==> src/rtl/cd_drive_link_if.sv <==
// Signal bundle between the SH1 serial port / host side and the CD drive link.
// The drive link itself connects through the slave modport.
interface cd_drive_link_if;
    logic       COMCLK;
    logic       HDATA;
    logic       CDATA;
    logic       COMREQ_N;
    logic       COMSYNC_N;
    logic       STAT_WR;
    logic [7:0] STAT_D;
    logic       STAT_GO;
    logic       BUSY;
    logic [7:0] CMD_D;
    logic [3:0] CMD_IDX;
    logic       CMD_VLD;
    logic       CMD_DONE;
    logic       CMD_ERR;

    modport slave (
        input  COMCLK, HDATA, STAT_WR, STAT_D, STAT_GO,
        output CDATA, COMREQ_N, COMSYNC_N, BUSY,
        output CMD_D, CMD_IDX, CMD_VLD, CMD_DONE, CMD_ERR
    );

    modport master (
        output COMCLK, HDATA, STAT_WR, STAT_D, STAT_GO,
        input  CDATA, COMREQ_N, COMSYNC_N, BUSY,
        input  CMD_D, CMD_IDX, CMD_VLD, CMD_DONE, CMD_ERR
    );
endinterface

==> src/rtl/cd_drive_link.sv <==
// Drive-side CD mechanism serial link: 13-byte status/command frames, LSB first.
// Define CD_LINK_CHKGEN_EN to generate status byte 11 as a checksum at frame start.
module cd_drive_link #(
    parameter int FRAME_BYTES = 13,
    parameter int GAP_CYC     = 32,
    parameter int TIMEOUT_CYC = 4096
) (
    input  logic          CLK,
    input  logic          RST,
    input  logic          CE,
    cd_drive_link_if.slave link
);

    localparam logic [2:0] IDLE  = 3'd0;
    localparam logic [2:0] SYNC  = 3'd1;
    localparam logic [2:0] REQ   = 3'd2;
    localparam logic [2:0] SHIFT = 3'd3;
    localparam logic [2:0] GAP   = 3'd4;
    localparam logic [2:0] DONE  = 3'd5;

    localparam int GW = $clog2(GAP_CYC);
    localparam int TW = $clog2(TIMEOUT_CYC);
    localparam logic [3:0]    LAST  = 4'(FRAME_BYTES - 1);
    localparam logic [3:0]    CHK   = 4'(FRAME_BYTES - 2);
    localparam logic [GW-1:0] GLAST = GW'(GAP_CYC - 1);
    localparam logic [TW-1:0] TLAST = TW'(TIMEOUT_CYC - 1);

    logic [2:0]    state;
    logic [7:0]    stat [FRAME_BYTES];
    logic [7:0]    tx   [FRAME_BYTES];
    logic [3:0]    wp;
    logic          pend;
    logic          ck_s1, ck_s2, ck_d;
    logic          hd_s1, hd_s2;
    logic [3:0]    byte_cnt;
    logic [2:0]    bcnt;
    logic [6:0]    rxsr;
    logic [GW-1:0] gcnt;
    logic [TW-1:0] tcnt;
    logic [7:0]    sum;
    logic          err;
    logic          cdata;
    logic [7:0]    cmd_d;
    logic [3:0]    cmd_idx;
    logic          cmd_vld;

    logic       rise, fall;
    logic [7:0] cur;
    logic [7:0] rxb;
    logic [3:0] nxt;

    assign rise = ck_s2 & ~ck_d;
    assign fall = ~ck_s2 & ck_d;
    assign cur  = tx[byte_cnt];
    assign rxb  = {hd_s2, rxsr};
    assign nxt  = byte_cnt + 4'd1;

`ifdef CD_LINK_CHKGEN_EN
    logic [7:0] ssum;
    always_comb begin
        ssum = '0;
        for (int i = 0; i < FRAME_BYTES - 2; i++) ssum = ssum + stat[i];
    end
`endif

    always_ff @(posedge CLK or posedge RST) begin
        if (RST) begin
            state    <= IDLE;
            wp       <= '0;
            pend     <= 1'b0;
            ck_s1    <= 1'b1;
            ck_s2    <= 1'b1;
            ck_d     <= 1'b1;
            hd_s1    <= 1'b1;
            hd_s2    <= 1'b1;
            byte_cnt <= '0;
            bcnt     <= '0;
            rxsr     <= '0;
            gcnt     <= '0;
            tcnt     <= '0;
            sum      <= '0;
            err      <= 1'b0;
            cdata    <= 1'b1;
            cmd_d    <= '0;
            cmd_idx  <= '0;
            cmd_vld  <= 1'b0;
            for (int i = 0; i < FRAME_BYTES; i++) begin
                stat[i] <= '0;
                tx[i]   <= '0;
            end
        end else if (CE) begin
            ck_s1   <= link.COMCLK;
            ck_s2   <= ck_s1;
            ck_d    <= ck_s2;
            hd_s1   <= link.HDATA;
            hd_s2   <= hd_s1;
            cmd_vld <= 1'b0;

            if (link.STAT_WR) begin
                stat[wp] <= link.STAT_D;
                if (wp != LAST) wp <= wp + 4'd1;
            end
            if (link.STAT_GO) wp <= '0;
            if (link.STAT_GO && state != IDLE) pend <= 1'b1;

            case (state)
                IDLE: begin
                    if (link.STAT_GO) state <= SYNC;
                end
                SYNC: begin
                    // Shadow copy lets the host refill the buffer mid-frame
                    for (int i = 0; i < FRAME_BYTES; i++) tx[i] <= stat[i];
`ifdef CD_LINK_CHKGEN_EN
                    tx[CHK] <= ~ssum;
`endif
                    byte_cnt <= '0;
                    bcnt     <= '0;
                    tcnt     <= '0;
                    sum      <= '0;
                    err      <= 1'b0;
                    cdata    <= stat[0][0];
                    state    <= REQ;
                end
                REQ: begin
                    if (rise || fall) begin
                        tcnt <= '0;
                        if (fall) state <= SHIFT;
                    end else if (tcnt == TLAST) begin
                        err   <= 1'b1;
                        state <= DONE;
                    end else begin
                        tcnt <= tcnt + 1'b1;
                    end
                end
                SHIFT: begin
                    if (rise) begin
                        tcnt <= '0;
                        rxsr <= {hd_s2, rxsr[6:1]};
                        bcnt <= bcnt + 3'd1;
                        if (bcnt == 3'd7) begin
                            cmd_d   <= rxb;
                            cmd_idx <= byte_cnt;
                            cmd_vld <= 1'b1;
                            if (byte_cnt < CHK) sum <= sum + rxb;
                            if (byte_cnt == CHK && rxb != ~sum) err <= 1'b1;
                            gcnt  <= '0;
                            state <= GAP;
                        end
                    end else if (fall) begin
                        tcnt  <= '0;
                        cdata <= cur[bcnt];
                    end else if (tcnt == TLAST) begin
                        err   <= 1'b1;
                        state <= DONE;
                    end else begin
                        tcnt <= tcnt + 1'b1;
                    end
                end
                GAP: begin
                    if (gcnt == GLAST) begin
                        if (byte_cnt == LAST) begin
                            state <= DONE;
                        end else begin
                            byte_cnt <= nxt;
                            cdata    <= tx[nxt][0];
                            bcnt     <= '0;
                            tcnt     <= '0;
                            state    <= REQ;
                        end
                    end else begin
                        gcnt <= gcnt + 1'b1;
                    end
                end
                DONE: begin
                    // A GO seen during the frame starts the next one right away
                    pend  <= 1'b0;
                    state <= (pend || link.STAT_GO) ? SYNC : IDLE;
                end
                default: state <= IDLE;
            endcase
        end
    end

    assign link.CDATA     = cdata;
    assign link.COMREQ_N  = !(state == REQ || state == SHIFT);
    assign link.COMSYNC_N = (state != SYNC);
    assign link.BUSY      = (state != IDLE);
    assign link.CMD_D     = cmd_d;
    assign link.CMD_IDX   = cmd_idx;
    assign link.CMD_VLD   = cmd_vld;
    assign link.CMD_DONE  = (state == DONE);
    assign link.CMD_ERR   = (state == DONE) && err;

endmodule
==> src/flat_wrapper.sv <==
// flat-port wrapper written by rule: the top's interface ports become plain ports
module cd_drive_link_flat 
#(
    parameter int FRAME_BYTES = 13,
    parameter int GAP_CYC     = 32,
    parameter int TIMEOUT_CYC = 4096
)
  (CLK, RST, CE, link_COMCLK, link_HDATA, link_STAT_WR, link_STAT_D, link_STAT_GO, link_CDATA, link_COMREQ_N, link_COMSYNC_N, link_BUSY, link_CMD_D, link_CMD_IDX, link_CMD_VLD, link_CMD_DONE, link_CMD_ERR);
  cd_drive_link_if link_i ();
  input  logic CLK;
  input  logic RST;
  input  logic CE;
  input wire logic [$bits(link_i.COMCLK)-1:0] link_COMCLK;
  input wire logic [$bits(link_i.HDATA)-1:0] link_HDATA;
  input wire logic [$bits(link_i.STAT_WR)-1:0] link_STAT_WR;
  input wire logic [$bits(link_i.STAT_D)-1:0] link_STAT_D;
  input wire logic [$bits(link_i.STAT_GO)-1:0] link_STAT_GO;
  output wire logic [$bits(link_i.CDATA)-1:0] link_CDATA;
  output wire logic [$bits(link_i.COMREQ_N)-1:0] link_COMREQ_N;
  output wire logic [$bits(link_i.COMSYNC_N)-1:0] link_COMSYNC_N;
  output wire logic [$bits(link_i.BUSY)-1:0] link_BUSY;
  output wire logic [$bits(link_i.CMD_D)-1:0] link_CMD_D;
  output wire logic [$bits(link_i.CMD_IDX)-1:0] link_CMD_IDX;
  output wire logic [$bits(link_i.CMD_VLD)-1:0] link_CMD_VLD;
  output wire logic [$bits(link_i.CMD_DONE)-1:0] link_CMD_DONE;
  output wire logic [$bits(link_i.CMD_ERR)-1:0] link_CMD_ERR;
  assign link_i.COMCLK = link_COMCLK;
  assign link_i.HDATA = link_HDATA;
  assign link_i.STAT_WR = link_STAT_WR;
  assign link_i.STAT_D = link_STAT_D;
  assign link_i.STAT_GO = link_STAT_GO;
  assign link_CDATA = link_i.CDATA;
  assign link_COMREQ_N = link_i.COMREQ_N;
  assign link_COMSYNC_N = link_i.COMSYNC_N;
  assign link_BUSY = link_i.BUSY;
  assign link_CMD_D = link_i.CMD_D;
  assign link_CMD_IDX = link_i.CMD_IDX;
  assign link_CMD_VLD = link_i.CMD_VLD;
  assign link_CMD_DONE = link_i.CMD_DONE;
  assign link_CMD_ERR = link_i.CMD_ERR;
  cd_drive_link #(.FRAME_BYTES(FRAME_BYTES), .GAP_CYC(GAP_CYC), .TIMEOUT_CYC(TIMEOUT_CYC)) u_core (.CLK(CLK), .RST(RST), .CE(CE), .link(link_i));
endmodule
==> config.mk <==
export PLATFORM = sky130hd
export DESIGN_NAME = cd_drive_link_flat
export DESIGN_NICKNAME = d
export VERILOG_FILES = /design/src/rtl/cd_drive_link_if.sv /design/src/rtl/cd_drive_link.sv /design/src/flat_wrapper.sv
export SDC_FILE = /design/constraint.sdc
export NUM_CORES = 1
export LEC_CHECK = 0
export ABC_AREA = 0
export BUFFER_PORTS_ARGS = -buffer_cell sky130_fd_sc_hd__buf_2
export CORE_ASPECT_RATIO = 1.1
export CORE_MARGIN = 2
export CORE_UTILIZATION = 25
export CTS_CLUSTER_SIZE = 12
export DETAILED_ROUTE_END_ITERATION = 12
export GPL_TIMING_DRIVEN = 0
export PLACE_DENSITY = 0.49
export REMOVE_ABC_BUFFERS = 1
export SLEW_MARGIN = 40
export SYNTH_ARGS = -nofsm -noshare
export SYNTH_HDL_FRONTEND = slang
export SYNTH_SLANG_ARGS = --single-unit
==> constraint.sdc <==
create_clock -name CLK -period 16.7 [get_ports CLK]
set_input_delay 3.34 -clock CLK [delete_from_list [all_inputs] [get_ports CLK]]
set_output_delay 3.34 -clock CLK [all_outputs]
set_load 0.01 [all_outputs]
# Yosys cells after proc, flatten, opt, wreduce, memory -nomap -nowiden
# Index checks and enable logic that the tools add are counted.
[totals] reg_bits=275 elab_cells=189
[op_classes] addsub=6 order_cmp=6 n_eq_ne=27 mux=64 bitwise_logic=8 reduce_logical=33
[ops] operator="$bwmux W104" n=1
[ops] operator="$mux W12" n=6
[ops] operator="$bmux W8 S4" n=2
[ops] operator="$mux W8" n=6
[ops] operator="$pmux W12 S4" n=1
[ops] operator="$mux W3" n=12
[ops] operator="$demux W8 S4" n=1
[ops] operator="$mux W4" n=5
[ops] operator="$mux W1" n=19
[ops] operator="$pmux W3 S6" n=1
[ops] operator="$reduce_and A6 Y1" n=3
[ops] operator="$pmux W8 S2" n=1
[ops] operator="$ge A5 B5 Y1 const B" n=3
[ops] operator="$mux W5" n=3
[ops] operator="$not A4 Y5" n=3
[ops] operator="$reduce_and A5 Y1" n=3
[ops] operator="$add A12 B1 Y12 const B" n=1
[ops] operator="$eq A12 B12 Y1 const B" n=1
[ops] operator="$reduce_and A4 Y1" n=3
[ops] operator="$reduce_bool A2 Y1" n=6
[ops] operator="$ne A2 B1 Y1 const B" n=5
[ops] operator="$ne A2 B2 Y1 const B" n=5
[ops] operator="$pmux W5 S2" n=1
[ops] operator="$eq A3 B3 Y1 const B" n=3
[ops] operator="31 further kinds" n=49

# Depth between registers and ports, before layout
# Gate-level depths: netlist of the first run.
[depth] depth_word=9 depth_mapped=12

# Least setup slack after synthesis of the first run
# OpenSTA, ideal clock, no wires.
[synth_timing] path_type="input to register" from="in CE" to="reg u_core.stat[40] (netlist bit)" setup_time_ns=0.125 arrival_time_ns=4.514 path_slack_ns=12.061 path_stages=5 path_buffers=1 path_cell_list="buf_2 nand2_1 nor3b_1 nand2_1 mux2_2"
[synth_via] elab_chain_cells=1
[synth_lines] item="start: declaration" line="flat_wrapper.sv:12" rtl="input logic CE;"
[synth_lines] item="$reduce_and A2 Y1 (no line)"
[synth_lines] item="end signal: indexed assignment" line="cd_drive_link.sv:100" rtl="stat[wp] <= link.STAT_D;"
[synth_lines] item="end: declaration" line="cd_drive_link.sv:29" rtl="logic [7:0] stat [FRAME_BYTES];"
# No other way between the ends.
# A chain may end at the register's enable or synchronous reset.

# Worst setup path after layout of the first run
[layout_timing] from="reg u_core.state[1]" to="out link_COMSYNC_N"
[layout_via] elab_chain_cells=1
[layout_lines] item="start: declaration" line="cd_drive_link.sv:28" rtl="logic [2:0] state;"
[layout_lines] item="start signal: assignment" line="cd_drive_link.sv:177" rtl="state <= (pend || link.STAT_GO) ? SYNC : IDLE;"
[layout_lines] item="$ne A3 B1 Y1" line="cd_drive_link.sv:186" rtl="assign link.COMSYNC_N = (state != SYNC);"
[layout_lines] item="end: declaration" line="flat_wrapper.sv:20" rtl="output wire logic [$bits(link_i.COMSYNC_N)-1:0] link_COMSYNC_N;"
# No other way between the ends.

==> impl_metrics.py, run 1 <==
metrics = {
    "floorplan": {
        "die_y_um": 238,
        "ioPinCount": 34,
        "fp.dieArea_um2": 51500,
        "num_rows": 85,
        "initial_core_util": 0.253,
        "fp.dieW_um": 217,
        "coreArea_um2": 49000,
    },
    "worst_setup_path": {
        "start_kind": "flop",
        "criticalPathCategory": "flop to output port",
        "arrival_ps": 1990,
        "r2r_slack_ps": 13470,
        "worst_path_largest_cell_delay_ps": 780,
        "end_kind": "output port",
        "path_cells": "inv_1 -> nand2b_1 -> buf_2",
        "cp_slowest_cell": "dfrtp_1",
        "critPathMaxFanout": 19,
        "crit_required_ps": 13360,
    },
    "clock_network": {
        "cts.repair.resized": 0,
        "clock-sinks": 275,
        "cts_inserted_buffers": 30,
        "clkLatencyLatePin_ps": 570,
        "hold_buffers": 0,
        "ctsRootBufferMaster": "clkbuf_16",
        "cts_tree": "built",
        "cts.clk_slew.worst_paths_ps": 60,
        "max-clock-path-buffers": 3,
        "htree_num_levels": 1,
        "post_cts_buffers": 0,
    },
    "global_routing": {
        "grt_usage": 0.119,
        "grt_pass1_wl_um": 48900,
        "antenna_found_initial": 1,
        "grt_max_degree": 73,
        "overflow": 0,
        "grt_pass1_vias": 8633,
    },
    "logic_synthesis": {
        "ys_seq_area_frac": 0.554,
        "synth_warnings": 0,
        "synth_top_flop_cell": "dfrtp_1",
        "syn_area_per_cell_um2": 10.9,
        "synth-seq-cells": 275,
        "ys_types": 66,
        "async_flop_share": 1.00,
        "synth-edff-count": 0,
        "syn-cell-area_um2": 12400,
        "synthCells": 1140,
    },
    "power": {
        "pwr-share-clk": 0.342,
        "peakVddDrop_mv": 0.0820,
        "seqPwrFrac": 0.461,
        "netSwitchingPower_uw": 558,
        "leakagePower_nw": 6.92,
        "p_comb_frac": 0.196,
        "power_density_nw_per_um2": 131,
        "swShare": 0.293,
        "p_int_mw": 1.35,
    },
    "final_layout": {
        "syn_to_final_growth_pct": 16.6,
        "multi_input_area_um2": 5260,
        "final_common_cell": "nand2_1",
        "drive_gt1_frac": 0.217,
        "seqCellArea_um2": 6900,
        "fill_cells": 5065,
        "fin_nets": 1195,
        "final_cell_mix": "nand2_1, dfrtp_1, mux2_2, nor2_1, a21oi_1",
    },
    "timing": {
        "fmax_ghz": 0.188,
        "grt_setup_unrepaired": "no",
        "tightest_slew_ps": 804,
        "min_period_ps": 5330,
        "slew_headroom": 0.463,
        "maxSlewViolCount": 0,
        "fin_ws_ps": 11370,
        "hold_viol_final": 0,
        "setup_viol": 0,
        "setup-tns-final_ps": 0,
        "fin_skew_ps": 17.9,
        "period_share": 0.319,
    },
    "placement": {
        "port_buffers": 33,
        "gp_congestion": 0.764,
        "dpl.hpwl_um": 18900,
        "preCtsSetupSlack_ps": 10730,
    },
    "hold_path": {
        "hp-class": "flop to flop",
    },
    "routing": {
        "postRouteAntennaNets": 0,
        "routed_wl_um": 29900,
        "vias": 8341,
        "drtIter0Drc": 614,
        "drt_pass1_iterations": 5,
        "wl_per_cell_um": 16.3,
        "avgViaCountPerCell": 4.55,
        "drc": 0,
    },
    "job": {
        "max_cap_violations": 0,
    },
    "outcome": {
        "status": "finished, final reports clean",
    },
}
routing by layer:
metal  global-route usage  vias to the layer above  routed length [um]
met4               0.0359                        2                 648
met3               0.0200                       41                1410
li1                     -                     3953                   -
met1                0.163                     4190               14000
met5                    0                        -                  13
met2                0.193                      155               13800
stage by stage:
stage          power, mW  instance area, um2  std cells   util  hold WS (ps)
2_1_floorplan       1.13               12200       1081      -           433
3_3_place_gp        1.24               13100       1766  0.268           442
3_5_place_dp        1.27               13500       1779  0.276           443
4_1_cts             1.93               14500       1833  0.296           459
5_1_grt             2.02               14500       1833  0.296           480
6_report            1.90               14500       1834  0.296           458
power by group through the flow:
| stage | clock, mW | combinational [mW] | sequential (mW) |
|---|---|---|---|
| global route | 0.702 | 0.426 | 0.896 |
| global placement | 0 | 0.351 | 0.886 |
| CTS | 0.673 | 0.381 | 0.879 |
| detailed placement | 0 | 0.379 | 0.891 |
| floorplan | 0 | 0.270 | 0.863 |
| finish | 0.652 | 0.374 | 0.878 |
flip-flops by register name, indices dropped and copies added, names as in the netlist, 3 cells and up:
name,cells
u_core.tcnt,12
u_core.wp,4
u_core.link.CMD_IDX,4
u_core.link.CMD_D,8
u_core.rxsr,7
u_core.gcnt,5
u_core.bcnt,3
u_core.tx,104
u_core.state,3
u_core.stat,104
u_core.byte_cnt,4
u_core.sum,8
cell usage after synthesis (5+ instances only):
cell type,count,area share
a22o_1,11,0.0078
clkbuf_1,38,0.011
mux4_2,19,0.034
xor2_1,6,0.0042
dfrtp_1,269,0.54
mux2_1,6,0.0054
dfstp_2,6,0.013
mux2_2,118,0.11
buf_1,5,0.0015
and3_1,6,0.0030
o22ai_1,9,0.0045
a21oi_1,34,0.014
a31oi_1,6,0.0030
nor2_1,36,0.011
mux2i_1,19,0.015
xnor2_1,8,0.0056
nor3_1,9,0.0036
buf_2,8,0.0032
a21o_1,6,0.0036
nand3_1,20,0.0081
inv_1,15,0.0045
ha_1,20,0.020
nand2_1,360,0.11
nor3b_1,5,0.0030
o21ai_0,28,0.011
path summary, 6_finish.rpt:
kind                                                to               start  depth (start not counted)
worst max-delay path                    link_COMSYNC_N     u_core.state[1]                          3
worst max register to register       u_core.link.CDATA  u_core.byte_cnt[1]                          7
max in group asynchronous              u_core.stat[52]                 RST                          5
min in group asynchronous       u_core.link.CMD_IDX[2]                 RST                          2
worst min register to register           u_core.tx[61]     u_core.stat[61]                          2
worst min-delay path                     u_core.tx[61]     u_core.stat[61]                          2
critical path, delay by kind of cell (launching register included):
| family | cells | cell delay (ps) |
|---|---|---|
| flip-flops | 1 | 780 |
| buffers and inverters | 2 | 490 |
| AND/OR/NAND/NOR | 1 | 160 |
area by class of cell:
class,count,area share
inverter,15,0.00440
sequential,275,0.476
tap,652,0.0563
clock buffer,45,0.0619
timing repair buffer,46,0.0328
clock inverter,9,0.00561
multi-input combinational,791,0.363
antenna,1,0.000173
logic make-up (layout without fill, tap and decap cells):
kind of cell / count (synthesis) / count (layout) / synth area share
xor+xnor: 14 / 14 / 0.00987
buf+inv: 74 / 115 / 0.0268
simple gates: 467 / 467 / 0.157
other cells: 0 / 1 / 0
flops: 275 / 275 / 0.554
fa+ha+maj: 21 / 21 / 0.0217
mux: 163 / 163 / 0.164
compound gates: 126 / 126 / 0.0656
Note: power is estimated with default switching activity, not from simulation.
==> run 2, diff against run 1 <==
Settings changed: PLACE_DENSITY 0.49 to 0.5.
Clock period 16.7 ns to 4.4 ns, I/O delays scaled along.
==> impl_metrics.py, run 2 (same netlist as run 1, synthesis figures left out) <==
metrics = {
    "outcome": {
        "status": "finished, final reports clean",
    },
    "placement": {
        "dpl.hpwl_um": 18400,
        "gp_congestion": 0.758,
        "port_buffers": 33,
    },
    "timing": {
        "fin_skew_ps": 12.6,
        "hold_viol_final": 0,
        "period_share": 0.718,
        "slew_headroom": 0.440,
        "tightest_slew_ps": 836,
        "maxSlewViolCount": 0,
        "fmax_ghz": 0.316,
        "grt_setup_unrepaired": "no",
        "setup_viol": 0,
        "min_period_ps": 3160,
        "setup-tns-final_ps": 0,
    },
    "worst_setup_path": {
        "r2r.worst_path.cells": 7,
        "start_kind": "flop",
        "end_kind": "flop",
        "crit_required_ps": 4890,
        "criticalPathCategory": "flop to flop",
        "arrival_ps": 3650,
        "critPathMaxFanout": 22,
    },
    "clock_network": {
        "cts.clk_slew.worst_paths_ps": 60,
        "clock-sinks": 275,
        "ctsRootBufferMaster": "clkbuf_16",
        "clkLatencyLatePin_ps": 560,
        "htree_num_levels": 1,
        "cts.repair.resized": 0,
        "max-clock-path-buffers": 3,
        "cts_tree": "built",
        "cts_inserted_buffers": 31,
        "hold_buffers": 0,
        "post_cts_buffers": 0,
    },
    "global_routing": {
        "use_met1": 0.160,
        "grt_busiest_layer": "met2",
        "overflow": 0,
        "grt_max_degree": 81,
        "grt_use_met3": 0.0198,
        "antenna_found_initial": 0,
        "grt_usage": 0.117,
        "grt_pass1_vias": 8587,
        "grt_pass1_wl_um": 48400,
        "grt_util_met2": 0.190,
    },
    "power": {
        "netSwitchingPower_mw": 2.14,
        "leakagePower_nw": 6.91,
        "p_comb_frac": 0.194,
        "swShare": 0.292,
        "peakVddDrop_mv": 0.298,
        "power_density_nw_per_um2": 506,
        "pwr-share-clk": 0.351,
        "p_int_mw": 5.19,
        "seqPwrFrac": 0.455,
    },
    "final_layout": {
        "reg_top3": "u_core.stat: 104 flops, u_core.tx: 104 flops, u_core.tcnt: 12 flops",
        "fin_util": 0.295,
        "num_antenna_cells": 0,
        "final_cell_mix": "nand2_1, dfrtp_1, mux2_2, nor2_1, a21oi_1",
        "fin_nets": 1194,
        "syn_to_final_growth_pct": 16.5,
        "final_common_cell": "nand2_1",
        "drive_gt1_frac": 0.213,
    },
    "routing": {
        "drt_pass1_iterations": 5,
        "postRouteAntennaNets": 0,
        "vias": 8372,
        "wl_per_cell_um": 16.2,
        "drtIter0Drc": 665,
        "routed_wl_um": 29600,
        "drc": 0,
        "avgViaCountPerCell": 4.57,
    },
    "floorplan": {
        "initial_core_util": 0.253,
        "fp.dieArea_um2": 51500,
        "die_y_um": 238,
        "coreArea_um2": 49000,
        "ioPinCount": 34,
        "fp.dieW_um": 217,
        "num_rows": 85,
    },
    "job": {
        "max_cap_violations": 0,
    },
    "hold_path": {
        "hp-class": "primary input to async pin",
    },
}
-- run 2: changes by cell type in the layout (fill, tap and decap cells not counted), sizes merged --
cell / previous run / this run
clkbuf: 45 / 49
clkinv: 8 / 4
buf: 46 / 44
bufinv: 1 / 2
diode: 1 / 0
inv: 15 / 16
-- run 2: per-stage QoR --
step                worst slack [ps]  cells  instance area (um2)  power, mW  hold slack, ps
floorplan                      -4050   1081                12200       4.30             433
global placement               -7520   1766                13100       4.69             441
detailed placement               939   1777                13500       4.81             445
CTS                             1240   1833                14500       7.42             354
global route                    1080   1833                14500       7.76             384
finish                          1240   1833                14500       7.32             368
-- run 2: path summary, 6_finish.rpt --
check                              startpoint           endpoint  slack [ps]
max                        u_core.byte_cnt[1]  u_core.link.CDATA        1240
min                                       RST    u_core.stat[40]         370
max reg2reg                u_core.byte_cnt[1]  u_core.link.CDATA        1240
min reg2reg                   u_core.stat[93]      u_core.tx[93]         460
max in group asynchronous                 RST    u_core.stat[12]        3280
min in group CLK              u_core.stat[93]      u_core.tx[93]         460
-- run 2: layer usage --
metal  part of all wire  wire length [um]
met5                  0                 0
met3              0.045              1330
met4              0.021               627
met1               0.47             13900
met2               0.47             13800
-- run 2: power groups by stage --
| stage | registers (mW) | logic (mW) | clock network, mW |
|---|---|---|---|
| 2_1_floorplan | 3.27 | 1.03 | 0 |
| 3_3_place_gp | 3.36 | 1.33 | 0 |
| 3_5_place_dp | 3.37 | 1.43 | 0 |
| 4_1_cts | 3.33 | 1.44 | 2.64 |
| 5_1_grt | 3.40 | 1.61 | 2.75 |
| 6_report | 3.33 | 1.42 | 2.57 |
-- run 2: final cells by class --
class | instances | area (um2)
clock buffer | 49 | 923
sequential | 275 | 6900
inverter | 15 | 63.8
timing repair buffer | 44 | 433
multi-input combinational | 791 | 5260
clock inverter | 7 | 88.8
fill | 5002 | 34500
tap | 652 | 816
-- run 2: worst max-delay path: stages, from the launching register on --
cell and delay, ps:
dfrtp_2 840, inv_1 260, ha_1 500, mux4_2 550, mux4_2 480, a21o_1 190, mux2i_1 160, o31ai_2 90
==> run 3, diff against run 2 <==
Settings changed: PLACE_DENSITY 0.5 to 0.49.
Clock period 4.4 ns to 3.31 ns, I/O delays scaled along.
==> impl_metrics.py, run 3 (same netlist as run 1, synthesis figures left out) <==
metrics = {
    "routing": {
        "vias": 8342,
        "wl_per_cell_um": 16.4,
        "drt_pass1_iterations": 5,
        "routed_wl_um": 30100,
        "drtIter0Drc": 632,
        "drc": 0,
        "avgViaCountPerCell": 4.55,
        "postRouteAntennaNets": 0,
    },
    "worst_setup_path": {
        "critPathMaxFanout": 19,
        "cp_top_family": "simple AND/OR/NAND/NOR gates",
        "start_kind": "flop",
        "arrival_ps": 3400,
        "crit_required_ps": 3740,
        "worst_path_largest_cell_delay_ps": 780,
        "r2r.worst_path.cells": 4,
        "path_cells": "inv_1 -> nor3_4 -> nand2_1 -> mux2_2",
        "path_buf_inv": 1,
        "r2r_end": "u_core.link.CMD_D[1]",
        "r2r-start": "u_core.state[1]",
        "end_kind": "flop",
        "r2r_slack_ps": 340,
        "cp_slowest_cell": "dfrtp_1",
        "criticalPathCategory": "flop to flop",
    },
    "global_routing": {
        "grt_pass1_vias": 8633,
        "grt_usage": 0.119,
        "grt_max_degree": 73,
        "overflow": 0,
        "antenna_found_initial": 1,
        "grt_pass1_wl_um": 48900,
    },
    "timing": {
        "fmax_ghz": 0.337,
        "tightest_slew_ps": 842,
        "fin_skew_ps": 19.0,
        "grt_setup_unrepaired": "no",
        "maxSlewViolCount": 0,
        "slew_headroom": 0.437,
        "hold_viol_final": 0,
        "min_period_ps": 2970,
        "period_share": 0.897,
        "setup_viol": 0,
        "setup-tns-final_ps": 0,
    },
    "floorplan": {
        "fp.dieW_um": 217,
        "die_y_um": 238,
        "initial_core_util": 0.253,
        "fp.dieArea_um2": 51500,
        "ioPinCount": 34,
        "coreArea_um2": 49000,
        "num_rows": 85,
    },
    "final_layout": {
        "syn_to_final_growth_pct": 16.9,
        "reg_top3": "u_core.stat: 104 flops, u_core.tx: 104 flops, u_core.tcnt: 12 flops",
        "drive_gt1_frac": 0.217,
        "fin_util": 0.296,
        "final_common_cell": "nand2_1",
        "final_cell_mix": "nand2_1, dfrtp_1, mux2_2, nor2_1, a21oi_1",
        "fin_nets": 1196,
        "final_cell_area_um2": 14500,
        "final_cells": 1835,
    },
    "placement": {
        "gp_congestion": 0.764,
        "dpl.hpwl_um": 18900,
        "dpl-instance-area_um2": 13500,
        "port_buffers": 33,
        "dp_cells": 1779,
    },
    "hold_path": {
        "hp-class": "primary input to async pin",
    },
    "clock_network": {
        "max-clock-path-buffers": 3,
        "clkLatencyLatePin_ps": 570,
        "ctsRootBufferMaster": "clkbuf_16",
        "cts_inserted_buffers": 30,
        "htree_num_levels": 1,
        "cts.clk_slew.worst_paths_ps": 60,
        "cts_tree": "built",
        "clock-sinks": 275,
        "hold_buffers": 0,
    },
    "power": {
        "peakVddDrop_mv": 0.415,
        "leakagePower_nw": 6.93,
        "power_density_nw_per_um2": 662,
    },
    "outcome": {
        "status": "finished, final reports clean",
    },
    "job": {
        "max_cap_violations": 0,
    },
}
[run 3: layout make-up]
cell class	count	area, um2
Antenna cell	1	2.50
Clock buffer	45	897
Multi-Input combinational cell	791	5260
Sequential cell	275	6900
Clock inverter	9	81.3
Timing Repair Buffer	47	503
Fill cell	5063	34500
Inverter	15	63.8
Tap cell	652	816
[run 3: power breakdown]
group          leakage (nW)  internal, mW  switching, mW
Combinational          2.76         0.868           1.02
Clock                 0.490          1.94           1.36
Sequential             3.67          3.99          0.443
Total                  6.93          6.79           2.82
[run 3: repair_timing]
item | in CTS | in global routing
resized for setup | 0 | 1
setup buffers | 0 | 1
endpoints found under the hold margin | 0 | 0
setup endpoints to repair | 0 | 2
[run 3: metal layers]
layer  vias to the layer above  GRT usage  wire length (um)
met5                         -          0                13
met4                         2     0.0359               624
met1                      4191      0.163             14100
met2                       146      0.193             13900
met3                        40     0.0200              1440
li1                       3963          -                 -
[run 3: worst max-delay path by stage]
| stage | startpoint | endpoint | slack [ps] | cells after the start |
|---|---|---|---|---|
| finish | u_core.state[1] | u_core.link.CMD_D[1] | 340 | 4 |
| global route | u_core.state[1] | u_core.link.CMD_D[2] | 70 | 4 |
| CTS | u_core.byte_cnt[1] | u_core.link.CDATA | 90 | 7 |
| detailed placement | CE | u_core.link.CMD_D[0] | 20 | 5 |
| global placement | RST | u_core.stat[52] | -8450 | 2 |
| floorplan | RST | u_core.bcnt[0] | -4920 | 1 |
[run 3: per-stage QoR]
stage	hold WS [ps]	total power, mW	worst slack, ps
3_5_place_dp	443	6.41	15.9
6_report	132	9.61	341
5_1_grt	146	10.2	69.6
3_3_place_gp	442	6.24	-8450
2_1_floorplan	433	5.72	-4920
4_1_cts	133	9.75	94.7
[run 3: worst reg2reg max path, stage by stage, from the launching register on]
cell and delay (ps):
dfrtp_1 780, inv_1 350, nor3_4 670, nand2_1 590, mux2_2 440
